<file path="config.mk">
export PLATFORM = sky130hd
export DESIGN_NAME = arb_mux_reg
export DESIGN_NICKNAME = d
export VERILOG_FILES = /design/src/rtl/arb_mux_reg_pkg.sv /design/src/rtl/arb_mux_reg_rr_pick.sv /design/src/rtl/arb_mux_reg.sv
export SDC_FILE = /design/constraint.sdc
export NUM_CORES = 1
export LEC_CHECK = 0
export ABC_AREA = 1
export BUFFER_PORTS_ARGS = -buffer_cell sky130_fd_sc_hd__buf_2
export CAP_MARGIN = 20
export CELL_PAD_IN_SITES_DETAIL_PLACEMENT = 2
export CELL_PAD_IN_SITES_GLOBAL_PLACEMENT = 2
export CORE_AREA = 2 2 142 116
export DETAILED_ROUTE_END_ITERATION = 12
export DIE_AREA = 0 0 144 118
export MAX_ROUTING_LAYER = met4
export PLACE_DENSITY_LB_ADDON = 0.1
export SYNTH_ARGS = -nofsm -noshare
export SYNTH_HDL_FRONTEND = slang
export SYNTH_SLANG_ARGS = --single-unit
</file>
<file path="constraint.sdc">
create_clock -name clk -period 3.2 [get_ports clk]
set_clock_uncertainty 0.15 [all_clocks]
set_input_delay 0.48 -clock clk [delete_from_list [all_inputs] [get_ports clk]]
set_output_delay 0.48 -clock clk [all_outputs]
set_load 0.01 [all_outputs]
</file>
<file path="src/rtl/arb_mux_reg_pkg.sv">
// Shared constants for the arbitrated output mux: arbitration mode encodings
// and the default payload width used by the datapath.
package arb_mux_reg_pkg;
   localparam int ARB_FIXED     = 0;
   localparam int ARB_RR        = 1;
   localparam int WORD_SIZE_DEF = 32;
endpackage

</file>
<file path="src/rtl/arb_mux_reg_rr_pick.sv">
// Combinational picker: first requesting channel starting from ptr_i (round-robin)
// or from channel 0 (fixed priority). Returns a one-hot grant plus its index.
module rr_pick
   import arb_mux_reg_pkg::*;
#(
   parameter  int NUM_CH   = 4,
   parameter  int ARB_MODE = ARB_RR,
   localparam int CH_W     = (NUM_CH > 1) ? $clog2(NUM_CH) : 1
) (
   input  logic [NUM_CH-1:0] req_i,
   input  logic [CH_W-1:0]   ptr_i,
   output logic [NUM_CH-1:0] grant_o,
   output logic [CH_W-1:0]   idx_o,
   output logic              any_o
);

   int          start_v;
   int          c_v;
   logic [CH_W-1:0] cand_v;

   always_comb begin
      grant_o = '0;
      idx_o   = '0;
      any_o   = 1'b0;
      c_v     = 0;
      cand_v  = '0;
      start_v = (ARB_MODE == ARB_RR) ? int'(ptr_i) : 0;
      // Explicit wrap rather than %, so non-power-of-2 channel counts work.
      for (int k = 0; k < NUM_CH; k++) begin
         c_v = start_v + k;
         if (c_v >= NUM_CH) c_v = c_v - NUM_CH;
         cand_v = CH_W'(c_v);
         if (!any_o && req_i[cand_v]) begin
            any_o           = 1'b1;
            grant_o[cand_v] = 1'b1;
            idx_o           = cand_v;
         end
      end
   end

endmodule

</file>
<file path="src/rtl/arb_mux_reg.sv">
// Registered N:1 channel mux with internal arbitration and valid/ready on both sides.
// One output register gives 1-cycle latency at full throughput.
module arb_mux_reg
   import arb_mux_reg_pkg::*;
#(
   parameter  int WORD_SIZE = WORD_SIZE_DEF,
   parameter  int NUM_CH    = 4,
   parameter  int ARB_MODE  = ARB_RR,
   localparam int CH_W      = (NUM_CH > 1) ? $clog2(NUM_CH) : 1
) (
   input  logic                        clk,
   input  logic                        rst,
   input  logic [NUM_CH-1:0]           in_valid,
   input  logic [NUM_CH*WORD_SIZE-1:0] in_data,
   output logic [NUM_CH-1:0]           in_ready,
   output logic                        out_valid,
   output logic [WORD_SIZE-1:0]        out_data,
   output logic [CH_W-1:0]             out_ch,
   input  logic                        out_ready
);

   logic                 out_valid_q, out_valid_d;
   logic [WORD_SIZE-1:0] out_data_q,  out_data_d;
   logic [CH_W-1:0]      out_ch_q,    out_ch_d;
   logic [CH_W-1:0]      rr_ptr_q,    rr_ptr_d;

   logic [NUM_CH-1:0]    grant;
   logic [CH_W-1:0]      g_idx;
   logic                 any_req;
   logic                 load;

   rr_pick #(
      .NUM_CH   (NUM_CH),
      .ARB_MODE (ARB_MODE)
   ) u_pick (
      .req_i   (in_valid),
      .ptr_i   (rr_ptr_q),
      .grant_o (grant),
      .idx_o   (g_idx),
      .any_o   (any_req)
   );

   // Refill allowed when the register is empty or being drained this cycle.
   assign load     = any_req && (!out_valid_q || out_ready);
   assign in_ready = load ? grant : '0;

   always_comb begin
      out_valid_d = out_valid_q;
      out_data_d  = out_data_q;
      out_ch_d    = out_ch_q;
      rr_ptr_d    = rr_ptr_q;
      if (load) begin
         out_valid_d = 1'b1;
         out_data_d  = in_data[int'(g_idx)*WORD_SIZE +: WORD_SIZE];
         out_ch_d    = g_idx;
         if (ARB_MODE == ARB_RR) begin
            rr_ptr_d = (int'(g_idx) == NUM_CH-1) ? '0 : g_idx + 1'b1;
         end
      end else if (out_valid_q && out_ready) begin
         out_valid_d = 1'b0;
      end
   end

   always_ff @(posedge clk or posedge rst) begin
      if (rst) begin
         out_valid_q <= 1'b0;
         out_data_q  <= '0;
         out_ch_q    <= '0;
         rr_ptr_q    <= '0;
      end else begin
         out_valid_q <= out_valid_d;
         out_data_q  <= out_data_d;
         out_ch_q    <= out_ch_d;
         rr_ptr_q    <= rr_ptr_d;
      end
   end

   assign out_valid = out_valid_q;
   assign out_data  = out_data_q;
   assign out_ch    = out_ch_q;

endmodule

</file>
== Word level (Yosys, flattened, before mapping) ==
Cells that the tools add are included.

* Output and inout bits: 39
* Input port bits: 135
* Flip-flop bits (word level): 37

* Reductions and logical operators: 15
* Equality and inequality tests: 1
* Bitwise gates (word level): 3
* Add/subtract/negate cells: 8
* Multiplexer cells: 36
* Order comparisons: 12
* Shift-type cells: 1

{| class="wikitable"
|+ Operators by type and width
! operator !! count
|-
| 128-bit by 8-bit variable part select with 32-bit output || 1
|-
| 4-bit two-way mux || 5
|-
| 2-bit two-way mux || 9
|-
| 1-bit two-way mux || 14
|-
| 2-bit by 3-bit < comparator with 1-bit output, second input constant || 4
|-
| 4-bit OR || 3
|-
| 3-bit greater-or-equal comparator, second input constant || 3
|-
| 1-bit logical AND || 9
|-
| 1-bit binary-select mux with 2-bit select || 4
|-
| 1-bit demux with 2-bit select || 4
|-
| 2-bit by 1-bit greater-or-equal comparator with 1-bit output, second input constant || 4
|-
| 2-bit by 1-bit subtractor with 2-bit output, second input constant || 4
|-
| 2-bit by 2-bit adder with 3-bit output, second input constant || 2
|-
| 1-bit logical NOT || 4
|-
| 2-bit by 1-bit adder with 3-bit output, second input constant || 1
|-
| 2-bit by 3-bit greater-or-equal comparator with 1-bit output, second input constant || 1
|-
| 2-bit by 1-bit adder with 2-bit output, second input constant || 1
|-
| 2-bit by 1-bit == test with 1-bit output, second input constant || 1
|-
| 2-bit nonzero test || 1
|-
| 1-bit logical OR || 1
|}

== Depth between registers and ports, before layout ==
* Depth in word-level cells: 16
* Depth in mapped cells: 17
* Mapped depth without buffers: 14

== Hierarchy ==
From an unflattened synthesis, not the netlist that was laid out.

* Cell total of the unflattened synthesis: 613
* Area total of the unflattened synthesis: 3457.1 um2

{| class="wikitable"
|+ By module, submodules not included
! module !! area each (um2) !! seq. area each (um2) !! cells an instance !! instances
|-
| arb_mux_reg || 3016.6 || 925.9 || 539 || 1
|-
| rr_pick || 440.4 || 0.0 || 74 || 1
|}

== Worst setup path after synthesis ==
No wires, ideal clock.

* Path kind: register to output
* Start: reg rr_ptr_q[0]
* End: out in_ready[3]
* Path slack: 483 ps
* Buffers on the path: 2
* Data required time: 2570 ps
* Arrival: 2087 ps
* Stages on the path, launching flop included: 14
* Cell sequence: dfrtp_1 -> buf_6 -> inv_4 -> ha_1 -> inv_1 -> nand3_1 -> nand2_2 -> nand3_2 -> or2_1 -> nand2_4 -> inv_2 -> buf_2 -> o21ai_0 -> inv_1

* Longest elaborated chain between the ends: 16
* Elaborated cells on any way between the ends: 62
* Classes of those cells: add/sub (7); order compare (12); mux (29); bitwise (3); reduce/logical (11)

{| class="wikitable"
|+ RTL lines
! what !! line !! text
|-
| from (decl) || arb_mux_reg.sv:25 || <nowiki>logic [CH_W-1:0] rr_ptr_q, rr_ptr_d;</nowiki>
|-
| from (signal assigned) || arb_mux_reg.sv:74 || <nowiki>rr_ptr_q <= rr_ptr_d;</nowiki>
|-
| branches (longest 15 deep; another with 2-bit by 1-bit adder with 3-bit output) || -- ||
|-
| 4-bit two-way mux * || arb_mux_reg.sv:45 || <nowiki>assign in_ready = load ? grant : '0;</nowiki>
|-
| to (decl) || arb_mux_reg.sv:15 || <nowiki>output logic [NUM_CH-1:0] in_ready,</nowiki>
|}

Every way passes the cells marked *. The select of a mux whose other input is x is not followed.

== Final worst setup path ==
* Start: reg rr_ptr_q[1]
* End: out in_ready[3]

The elaborated chain is that of the path after synthesis.

==> results.sh <==
export IMPL_status="completed"
export IMPL_cts_hold_buffers=0
export IMPL_r2r_start="rr_ptr_q[1]"
export IMPL_dieArea_sq_mm=0.0170
export IMPL_drt_iter0_markers=92
export IMPL_cts_buffer_depth=2
export IMPL_num_vias=4028
export IMPL_final_instance_count_excl_fill=945
export IMPL_fmax_mhz=333
export IMPL_rrSetupSlack_ns=0.46
export IMPL_cts_sinks=37
export IMPL_die_h_um=118
export IMPL_drc=0
export IMPL_fin_nets=873
export IMPL_reg2regPathDepth=11
export IMPL_cts_max_level=2
export IMPL_synth_fp_nets=708
export IMPL_path_clk_slew_ns=0.05
export IMPL_end_kind="output pin"
export IMPL_avgSynthCellArea_sq_um=5.96
export IMPL_pre_cts_ws_ns=0.173
export IMPL_clock_latency_ns=0.28
export IMPL_initial_utilization_pct=21.6
export IMPL_ios=174
export IMPL_post_drt_wl_per_cell_um=14.8
export IMPL_finalCriticalPeriod_ns=3.00
export IMPL_power_density_mw_per_mm2=1260
export IMPL_slew_viol_final=0
export IMPL_yosysWarningCount=0
export IMPL_grt_pass1_wl_mm=22.5
export IMPL_diodes=0
export IMPL_synth_area_sq_mm=0.00336
export IMPL_hpwlAfterDp_mm=11.2
export IMPL_ant_nets=0
export IMPL_area_growth_pct=36.2
export IMPL_hold_class="primary input to asynchronous set/reset pin"
export IMPL_drv_cap=0
export IMPL_gp_congestion=0.775
export IMPL_hold_violations=0
export IMPL_synth_top_area_share_pct=27.6
export IMPL_relSlewSlack_pct=43.8
export IMPL_core_sq_mm=0.0155
export IMPL_gr_usage_all_layers_pct=17.3
export IMPL_worst_pin_slew_ns=0.842
export IMPL_final_common_cell="nand2_1"
export IMPL_first_pass_iters=4
export IMPL_r2r_end="out_data[16]"
export IMPL_cp_start_kind="register"
export IMPL_worstPathArrival_ns=2.37
export IMPL_holdWs_ns=0.214
export IMPL_finalWirelength_mm=13.9
export IMPL_rsz0062_at_grt="false"
export IMPL_fin_ws_ns=0.196
export IMPL_path_class="register to output pin"
export IMPL_synth_seq_cells=37
export IMPL_crit_fanout=25
export IMPL_rows=41
export IMPL_die_width_um=144
export IMPL_grt_max_degree=46
export IMPL_cts_tree="built"
export IMPL_antenna_found_initial=0
export IMPL_yosys_area_top_type="dfrtp_1"
export IMPL_setup_viol=0
export IMPL_synth_cell_types=27
export IMPL_port_buffer_count=173
export IMPL_synthCells=564
export IMPL_ir_worst_vdd_v=0.000484
export IMPL_ctsRootBufferMaster="clkbuf_16"
export IMPL_synth_top_cells_by_area="dfrtp_1, nand2_1, nand3_1"
export IMPL_final_cell_mix="nand2_1, buf_2, inv_1, nand3_1, dfrtp_1"
export IMPL_p_leak_uw=0.00286
export IMPL_grt_ovfl_total=0
export IMPL_viasPerCell=4.26
export IMPL_fin_crit_sh_pct=93.9
export IMPL_grt_pass1_vias=4417
export IMPL_drive_gt1_share_pct=30.0
export IMPL_cp_required_ns=2.57
export IMPL_place_inst=934
export IMPL_yosysSeqAreaShare_pct=27.6
export IMPL_fin_tns_setup_ns=0
export IMPL_cts_buffers=5
[critical path: stages (launching register included)]
cell        delay (ns)
dfrtp_2           0.42
clkinvlp_4        0.11
ha_1              0.32
inv_1             0.11
nand3_1           0.10
nand2_2           0.18
nand3_2           0.12
or2_1             0.25
nand2_4           0.08
inv_4             0.11
o21ai_0           0.10
inv_1             0.05
buf_2             0.13
[power by group]
group | leakage (uW) | switching [uW] | internal [uW] | total (uW)
sequential | 0.000444 | 153 | 749 | 902
clock | 0.0000652 | 187 | 290 | 477
combinational | 0.00235 | 2960 | 1440 | 4390
total | 0.00286 | 3300 | 2480 | 5770
[area by class of cell]
class,instances,area (sq um)
multi-input combinational,374,1790
tap,215,269
clock buffer,8,136
fill,1995,11000
timing repair buffer,184,961
inverter,127,490
sequential,37,927
[cells in the mapped netlist (all sizes together)]
cell type and n:
buf 20, or2 18, nor2 10, nand3 117, inv 127, a22oi 1
a21boi 1, nand2 203, ha 9, o22ai 4, o21a 1, o21ai 3
clkbuf 6, a21oi 6, dfrtp 37, nand4 1
[cells by family after synthesis]
| logic type | after synthesis | share of synthesized area [%] |
|---|---|---|
| DFF | 37 | 27.6 |
| buffers and inverters | 153 | 19.1 |
| adders and majority gates | 9 | 3.35 |
| and+or+nand+nor | 349 | 47.2 |
| AOI/OAI and AO/OA | 16 | 2.76 |
[worst max-delay path by stage]
stage,slack [ns],from,end
after CTS,0.03,rr_ptr_q[1],in_ready[3]
after global routing,0.008,rr_ptr_q[1],in_ready[3]
final,0.20,rr_ptr_q[1],in_ready[3]
after floorplan,0.48,rr_ptr_q[0],in_ready[3]
after global placement,0.31,rr_ptr_q[1],in_ready[3]
after detailed placement,0.17,rr_ptr_q[1],in_ready[3]
[flip-flops by register name, indices dropped and copies added, names as in the netlist]
register   flops
rr_ptr_q       2
out_valid      1
out_ch         2
out_data      32
[routing by layer]
metal / up-vias / part of all wire [%] / routed length (um) / GRT usage, %
li1: 2019 / - / - / -
met1: 1924 / 45 / 6320 / 22.1
met2: 81 / 51 / 7060 / 29.9
met3: 4 / 3.7 / 511 / 2.56
met4: 0 / 0.42 / 59 / 1.84
met5: - / 0 / 0 / -
[timing repair]
item / CTS / global route
setup buffers: 0 / 3
resized for setup: 2 / 1
endpoints found under the setup margin: 4 / 4
[through the flow]
stage / area [sq um] / total power, uW / util [%]
floorplan: 3360 / 4010 / -
global placement: 4410 / 5230 / 28.4
detailed placement: 4410 / 5370 / 28.4
CTS: 4550 / 5880 / 29.3
global route: 4580 / 6520 / 29.5
finish: 4580 / 5770 / 29.5
Power figures use the tool's default switching activity.
